==> config.mk <==
export PLATFORM = sky130hd
export DESIGN_NAME = full_adder_unit
export DESIGN_NICKNAME = d
export VERILOG_FILES = /design/src/rtl/full_adder_cell.sv /design/src/rtl/full_adder_unit.sv
export SDC_FILE = /design/constraint.sdc
export NUM_CORES = 1
export LEC_CHECK = 0
export BUFFER_PORTS_ARGS = -buffer_cell sky130_fd_sc_hd__buf_2
export CAP_MARGIN = 10
export CORE_AREA = 10 10 47 49
export DETAILED_ROUTE_END_ITERATION = 6
export DIE_AREA = 0 0 57 59
export PLACE_DENSITY = 0.3
export SLEW_MARGIN = 20
export SYNTH_ARGS = -nofsm -noshare
export SYNTH_HDL_FRONTEND = slang
export SYNTH_SLANG_ARGS = --single-unit
==> constraint.sdc <==
create_clock -name i_clk -period 1.04 [get_ports i_clk]
set_input_delay 0.208 -clock i_clk [delete_from_list [all_inputs] [get_ports i_clk]]
set_output_delay 0.208 -clock i_clk [all_outputs]
set_load 0.005 [all_outputs]
==> src/rtl/full_adder_cell.sv <==
// rtl/full_adder_cell.sv - one-bit combinational full adder leaf cell
module full_adder_cell (
    input  logic a_i,
    input  logic b_i,
    input  logic cin_i,
    output logic s_o,
    output logic cout_o
);

    assign s_o    = a_i ^ b_i ^ cin_i;
    assign cout_o = (a_i & b_i) | (a_i & cin_i) | (b_i & cin_i);

endmodule

==> src/rtl/full_adder_unit.sv <==
// rtl/full_adder_unit.sv - ripple-carry adder of WIDTH cells with optional output register
module full_adder_unit #(
    parameter int WIDTH   = 1,
    parameter bit OUT_REG = 1'b1
) (
    input  logic             i_clk,
    input  logic             i_rst,
    input  logic             i_valid,
    input  logic [WIDTH-1:0] i_a,
    input  logic [WIDTH-1:0] i_b,
    input  logic             i_Cin,
    output logic [WIDTH-1:0] o_s,
    output logic             o_Cout,
    output logic             o_valid
);

    logic [WIDTH:0]   carry;
    logic [WIDTH-1:0] sum;

    assign carry[0] = i_Cin;

    for (genvar k = 0; k < WIDTH; k++) begin : g_cell
        full_adder_cell u_cell (
            .a_i   (i_a[k]),
            .b_i   (i_b[k]),
            .cin_i (carry[k]),
            .s_o   (sum[k]),
            .cout_o(carry[k+1])
        );
    end

    if (OUT_REG) begin : g_reg
        logic [WIDTH-1:0] s_q, s_d;
        logic             cout_q, cout_d;
        logic             valid_q, valid_d;

        // Result registers hold through idle cycles; only the valid flag drops.
        always_comb begin
            s_d     = s_q;
            cout_d  = cout_q;
            valid_d = i_valid;
            if (i_valid) begin
                s_d    = sum;
                cout_d = carry[WIDTH];
            end
        end

        always_ff @(posedge i_clk) begin
            if (i_rst) begin
                s_q     <= '0;
                cout_q  <= 1'b0;
                valid_q <= 1'b0;
            end else begin
                s_q     <= s_d;
                cout_q  <= cout_d;
                valid_q <= valid_d;
            end
        end

        assign o_s     = s_q;
        assign o_Cout  = cout_q;
        assign o_valid = valid_q;
    end else begin : g_comb
        assign o_s     = sum;
        assign o_Cout  = carry[WIDTH];
        assign o_valid = i_valid & ~i_rst;
    end

endmodule

==> results_dict.tcl, run 1 <==
set metrics [dict create \
    maxCapViolCount 0 \
    die_x_um 57 \
    crit_arrival_ns 0.68 \
    worstHoldPathType "in -> reg" \
    seq_area_frac_synth_pct 52.7 \
    required_ns 0.83 \
    root_buffer "clkbuf_4" \
    layout_min_cycle_time_ns 0.885 \
    antenna_found_initial 0 \
    register_area_um2 60.1 \
    finClkSkew_ns 0 \
    cts_tree "built" \
    critical-path-top-delay-family "flip-flops" \
    track_usage_pct 2.85 \
    multi_input_comb_area_um2 53.8 \
    area_growth_pct 75.8 \
    power_density_nw_per_um2 1860 \
    setup_viol 0 \
    cp_cell_sequence "buf_2" \
    n_fill_cell 166 \
    synth_compound_area_share_pct 0 \
    rows 14 \
    timing.final.ws_setup_ns 0.155 \
    synthCells 9 \
    die-area_um2 3360 \
    finalWeightedCongestion 0.597 \
    drt_wl_total_um 351 \
    htreeDepth 1 \
    drc 0 \
    synth_warnings 0 \
    grt_pass1_wl_um 593 \
    synth_top_family_by_area "adder cells" \
    synth-simple-area-share_pct 12.1 \
    ys_ff_latch 3 \
    port_buffers 8 \
    critPathCaptureType "primary output" \
    nNetsFinal 29 \
    rsz0062_at_grt "no" \
    firstDrtPassIters 1 \
    drtIter0Drc 0 \
    die_h_um 59 \
    postPlaceCellArea_um2 174 \
    cts_resized 0 \
    clk_latency_ns 0.23 \
    clk_path_buf_depth 2 \
    cts_sinks 3 \
    hold_buffers 0 \
    viasPerCell 2.78 \
    dp.cells 33 \
    drive_gt1_share_pct 52.4 \
    worstPathMaxFanout 2 \
    slowest_delay_ns 0.33 \
    grt_pass1_vias 124 \
    maxSlewHeadroom_pct 91.7 \
    tightest_slew_ns 0.121 \
    ant_nets 0 \
    slowest_stage "dfxtp_1" \
    synth_area_um2 114 \
    startpoint_type "flop" \
    cts_setup_buffers 0 \
    max_freq_ghz 1.13 \
    start_util_pct 8.12 \
    grt-ovfl-total 0 \
    final_hold_viol_count 0 \
    synth_cell_types 5 \
    slew_violations 0 \
    synth_nets 16 \
    vias 103 \
    synthXorXnorAreaFrac_pct 0 \
    stdcell_area_um2 200 \
    clkTransAtPathRegs_ns 0.04 \
    pin_count 9 \
    p_leak_uw 0.0000993 \
    core_area_um2 1400 \
    fin_crit_sh_pct 85.1 \
    crit_type "reg -> out" \
    grt_max_degree 4 \
    layout.cells.non_filler 37 \
    status "finished clean" \
    antennaDiodeCount 0 \
    synthMuxAreaShare_pct 17.6 \
    cp.buffers_inverters 1 \
    ir_drop_v 0.000234 \
    cts_made_buffers 3 \
    power_uw 373 \
    synthAdderAreaFrac_pct 17.6 \
    synth.avg_cell_area_um2 12.7 \
    wire_per_inst_um 9.49 \
    detailedPlace.worstSlack_ns -0.0400 \
]
-- Yosys cell counts --
master	count	area (µm²)
nor2b_1	1	6.26
mux2i_1	2	20.0
fa_1	1	20.0
nor2_1	2	7.51
dfxtp_1	3	60.1
-- area by class of cell --
class	count	share of cell area [%]
Timing Repair Buffer	8	20.0
Sequential cell	3	30.0
Multi-Input combinational cell	6	26.9
Tap cell	16	10.0
Clock buffer	4	13.1
-- cell families (layout without fill, tap and decap cells) --
family / count (synthesis) / in the layout
muxes: 2 / 2
buffers and inverters: 0 / 12
adders and majority gates: 1 / 1
and+or+nand+nor: 3 / 3
DFF: 3 / 3
-- per-layer routing --
layer	track usage (%)	up-vias	share of wire, %
li1	-	52	-
met1	2.25	42	45
met2	1.71	9	21
met3	5.79	0	34
met4	3.02	0	0
met5	0	-	0
-- power by group --
part | leakage (µW) | total, µW | switching, µW | internal, µW
Clock | 0.0000150 | 206 | 61.8 | 144
Sequential | 0.0000249 | 128 | 3.89 | 124
Combinational | 0.0000595 | 39.0 | 17.2 | 21.7
-- worst paths after layout --
check | from | to | slack, ns | cells past startpoint
max | o_Cout | o_Cout | 0.15 | 1
min | i_rst | o_s | 0.16 | 2
max reg2reg | o_Cout | o_Cout | 0.45 | 2
min reg2reg | o_s | o_s | 0.50 | 2
-- through the flow --
step | TNS, ns | hold slack (ns) | utilization [%]
after global placement | -0.0351 | 0.400 | 12.4
after detailed placement | -0.0458 | 0.401 | 12.4
final | 0 | 0.160 | 14.3
after global routing | 0 | 0.165 | 14.3
after floorplan | 0 | 0.280 | -
after CTS | 0 | 0.151 | 14.3
-- registers in the layout, indices dropped and copies added (netlist names) --
| name | flops |
|---|---|
| o_Cout | 1 |
| o_valid | 1 |
| o_s | 1 |
-- layout by cell type, fill, tap and decap left out --
| cell | n |
|---|---|
| buf_2 | 8 |
| clkbuf_1 | 1 |
| clkbuf_4 | 3 |
| dfxtp_1 | 3 |
| fa_1 | 1 |
| mux2i_1 | 2 |
| nor2_1 | 2 |
| nor2b_1 | 1 |
Power figures use the tool's default switching activity.
==> run 2: changes to the inputs <==
==> constraint.sdc (replaced) <==
create_clock -name i_clk -period 1.04 [get_ports i_clk]
set_input_delay 0.26 -clock i_clk [delete_from_list [all_inputs] [get_ports i_clk]]
set_output_delay 0.26 -clock i_clk [all_outputs]
set_load 0.005 [all_outputs]
==> results_dict.tcl, run 2 (synthesis results as in run 1) <==
set metrics [dict create \
    status "finished clean" \
    layout_min_cycle_time_ns 0.943 \
    crit_arrival_ns 0.68 \
    cts_sinks 3 \
    core_area_um2 1400 \
    slowest_stage "dfxtp_1" \
    firstDrtPassIters 2 \
    finalWeightedCongestion 0.597 \
    wire_per_inst_um 9.84 \
    stdcell_area_um2 200 \
    cp.depth 1 \
    die_x_um 57 \
    timing.final.ws_setup_ns 0.0965 \
    postPlaceCellArea_um2 174 \
    layout.cells.non_filler 37 \
    startpoint_type "flop" \
    dp.cells 33 \
    root_buffer "clkbuf_4" \
    cp.buffers_inverters 1 \
    fin_crit_sh_pct 90.7 \
    drc 0 \
    ff2ff_path_depth 2 \
    grt-ovfl-total 0 \
    maxSlewHeadroom_pct 91.4 \
    tightest_slew_ns 0.126 \
    regToRegStartpoint "o_Cout" \
    ir_drop_v 0.000260 \
    slew_violations 0 \
    worstHoldPathType "in -> reg" \
    ant_nets 0 \
    setup_viol 0 \
    setup_tns_ns 0 \
    p_leak_uw 0.0000993 \
    htreeDepth 1 \
    required_ns 0.78 \
    clkTransAtPathRegs_ns 0.04 \
    grt_max_degree 4 \
    hp-start "i_rst" \
    cp_cell_sequence "buf_2" \
    mostFrequentLayoutCells "buf_2 (8), clkbuf_4 (3), dfxtp_1 (3)" \
    grt_pass1_wl_um 593 \
    drt_wl_total_um 364 \
    layout_commonest_cell "buf_2" \
    cts_setup_buffers 0 \
    die-area_um2 3360 \
    slowest_delay_ns 0.33 \
    clk_path_buf_depth 2 \
    finClkSkew_ns 0 \
    antenna_found_initial 0 \
    detailedPlace.worstSlack_ns -0.104 \
    rows 14 \
    cts_tree "built" \
    worstHoldEndpoint "o_s" \
    nNetsFinal 29 \
    drtIter0Drc 1 \
    port_buffers 8 \
    cts_made_buffers 3 \
    start_util_pct 8.12 \
    die_h_um 59 \
    track_usage_pct 2.94 \
    cts_resized 0 \
    critPathCaptureType "primary output" \
    pin_count 9 \
    power_density_nw_per_um2 1870 \
    drive_gt1_share_pct 52.4 \
    antennaDiodeCount 0 \
    maxCapViolCount 0 \
    rsz0062_at_grt "no" \
    area_growth_pct 75.8 \
    r2r_slack_ns 0.46 \
    worstPathMaxFanout 2 \
    critical-path-top-delay-family "flip-flops" \
    grt_pass1_vias 131 \
    hold_path_depth 2 \
    final_hold_viol_count 0 \
    vias 111 \
    r2r-end "o_Cout" \
    hold_buffers 0 \
    max_freq_ghz 1.06 \
    crit_type "reg -> out" \
    clk_latency_ns 0.23 \
    viasPerCell 3.00 \
]
run 2: layer usage:
| layer | part of all wire [%] | wire length (µm) | GRT usage, % | vias to the layer above |
|---|---|---|---|---|
| li1 | - | - | - | 53 |
| met1 | 46 | 166 | 2.37 | 45 |
| met2 | 22 | 79 | 1.55 | 11 |
| met3 | 28 | 102 | 4.94 | 2 |
| met4 | 3.8 | 14 | 5.03 | 0 |
| met5 | 0 | 0 | 0 | - |
run 2: cell type report:
class | count | area (µm²)
sequential | 3 | 60.1
tap | 16 | 20.0
timing repair buffer | 8 | 40.0
clock buffer | 4 | 26.3
fill | 170 | 1200
multi-input combinational | 6 | 53.8
run 2: stage by stage:
stage	power [µW]	utilization [%]	hold slack, ns
3_3_place_gp	169	12.4	0.452
4_1_cts	389	14.3	0.211
2_1_floorplan	144	-	0.332
3_5_place_dp	171	12.4	0.464
6_report	375	14.3	0.219
5_1_grt	401	14.3	0.212
run 2: worst max-delay path by stage:
stage                 from  endpoint
detailed placement     i_a       o_s
global route        o_Cout    o_Cout
finish              o_Cout    o_Cout
global placement       i_a       o_s
CTS                 o_Cout    o_Cout
floorplan              i_a       o_s
run 2: worst reg2reg max path, cell delays in order (launching register included):
cell	delay, ns
dfxtp_1	0.31
mux2i_1	0.12
nor2_1	0.05
run 2: report_power, final:
part | internal (µW) | switching (µW) | total (µW)
clock | 144 | 62.6 | 207
sequential | 124 | 3.58 | 128
combinational | 22.1 | 18.2 | 40.3
==> run 3: changes to the inputs <==
--- a/config.mk
+++ b/config.mk
@@ -10,8 +10,10 @@
 export CORE_AREA = 10 10 47 49
 export DETAILED_ROUTE_END_ITERATION = 6
 export DIE_AREA = 0 0 57 59
+export HOLD_SLACK_MARGIN = 0.02
 export PLACE_DENSITY = 0.3
 export SLEW_MARGIN = 20
 export SYNTH_ARGS = -nofsm -noshare
 export SYNTH_HDL_FRONTEND = slang
+export SYNTH_HIERARCHICAL = 1
 export SYNTH_SLANG_ARGS = --single-unit
==> results_dict.tcl, run 3 <==
set metrics [dict create \
    status "finished clean" \
    intPower_uw 290 \
    max_freq_ghz 1.06 \
    wire_per_inst_um 9.81 \
    synthCells 9 \
    cp_cell_sequence "buf_2" \
    ir_drop_v 0.000248 \
    slew_violations 0 \
    synth_cell_types 5 \
    mostFrequentLayoutCells "buf_2 (8), clkbuf_4 (3), dfxtp_1 (3)" \
    rsz0062_at_grt "no" \
    die_h_um 59 \
    port_buffers 8 \
    cts_sinks 3 \
    finalWeightedCongestion 0.579 \
    worstPathMaxFanout 2 \
    hp-start "i_rst" \
    top_layer_used "met4" \
    cp.buffers_inverters 1 \
    synth_nets 16 \
    finClkSkew_ns 0 \
    htreeDepth 1 \
    worstHoldEndpoint "o_s" \
    crit_path_start "o_Cout" \
    cts_resized 0 \
    post-route-util_pct 14.3 \
    hold_buffers 0 \
    swShare_pct 22.6 \
    start_util_pct 8.12 \
    nNetsFinal 29 \
    grt-ovfl-total 0 \
    cts_tree "built" \
    rows 14 \
    fin_crit_sh_pct 90.5 \
    core_area_um2 1400 \
    synth_edf_count 0 \
    ys_ff_latch 3 \
    wl_met2_um 81 \
    met1_length_um 173 \
    clk_latency_ns 0.23 \
    grt_pass1_wl_um 579 \
    critical-path-top-delay-family "flip-flops" \
    setup_tns_ns 0 \
    area_growth_pct 75.8 \
    cts_made_buffers 3 \
    grt_pass1_vias 129 \
    setup_viol 0 \
    synth_top_flop_cell "dfxtp_1" \
    synth-async-reset-ratio_pct 0 \
    synthTopCellsByCount "dfxtp_1 (3), mux2i_1 (2), nor2_1 (2)" \
    p_leak_uw 0.0000993 \
    detailedPlace.worstSlack_ns -0.105 \
    drt_wl_total_um 363 \
    vias 113 \
    power_frac_comb_pct 10.8 \
    startpoint_type "flop" \
    final_hold_viol_count 0 \
    cts_setup_buffers 0 \
    synth_top_area_share_pct 52.7 \
    synth_area_leaders "dfxtp_1 (53%), fa_1 (18%), mux2i_1 (18%)" \
    required_ns 0.78 \
    yosysMostFrequentCell "dfxtp_1" \
    drtIter0Drc 1 \
    slowest_stage "dfxtp_1" \
    clkPwrFrac_pct 55.1 \
    layout_commonest_cell "buf_2" \
    synth_top_area_cell "dfxtp_1" \
    ff2ff_path_depth 2 \
    power_density_nw_per_um2 1870 \
    timing.final.ws_setup_ns 0.0991 \
    synth_area_um2 114 \
    grt_max_degree 4 \
    antenna_found_initial 0 \
    r2r-end "o_Cout" \
    tightest_slew_ns 0.123 \
    worstHoldPathType "in -> reg" \
    track_usage_pct 2.89 \
    layout_min_cycle_time_ns 0.941 \
    maxSlewHeadroom_pct 91.6 \
    die_x_um 57 \
    seq_area_frac_synth_pct 52.7 \
    pwr-share-seq_pct 34.0 \
    slowest_delay_ns 0.33 \
    hold_path_depth 2 \
    firstDrtPassIters 2 \
    root_buffer "clkbuf_4" \
    dr_wl_met3_um 93 \
    antennaDiodeCount 0 \
    switching_power_uw 84.6 \
    viasPerCell 3.05 \
    die-area_um2 3360 \
    critPathCaptureType "primary output" \
    clkTransAtPathRegs_ns 0.04 \
    regToRegStartpoint "o_Cout" \
    crit_arrival_ns 0.68 \
    hold_ws_ns 0.214 \
    maxCapViolCount 0 \
    crit_type "reg -> out" \
    ant_nets 0 \
    drc 0 \
    power_uw 375 \
    clk_path_buf_depth 2 \
    synth_warnings 6 \
    drive_gt1_share_pct 52.4 \
    pin_count 9 \
    synth.avg_cell_area_um2 12.7 \
    r2r_slack_ns 0.46 \
]
==> run 3: layout make-up <==
class,instances,area (µm²)
Multi-Input combinational cell,6,53.8
Clock buffer,4,26.3
Tap cell,16,20.0
Sequential cell,3,60.1
Fill cell,171,1200
Timing Repair Buffer,8,40.0
==> run 3: power groups by stage <==
stage               Sequential (µW)  Combinational, µW  Clock, µW
floorplan                       130               14.0          0
global placement                129               39.2          0
detailed placement              129               41.5          0
CTS                             128               41.6        220
global route                    129               45.3        227
finish                          128               40.6        207
==> run 3: worst max path at each step <==
stage / to / slack, ns / depth (start not counted)
global route: o_Cout / 0.05 / 1
CTS: o_Cout / 0.08 / 1
detailed placement: o_s / -0.11 / 4
finish: o_Cout / 0.1 / 1
global placement: o_s / -0.08 / 4
floorplan: o_s / 0.04 / 3
==> run 3: stage by stage <==
step / cell area [µm²] / cells
after global routing: 200 / 37
after detailed placement: 174 / 33
after floorplan: 114 / 9
after global placement: 174 / 33
final: 200 / 37
after CTS: 200 / 37
==> run 3: cell families after synthesis <==
logic type    synth area share [%]
fa+ha+maj                     17.6
mux                           17.6
simple gates                  12.1
flops                         52.7
==> run 3: routing by layer <==
layer	GRT usage (%)	vias up
met5	0	-
met4	5.03	0
met3	4.72	2
met2	1.55	11
met1	2.37	47
li1	-	53
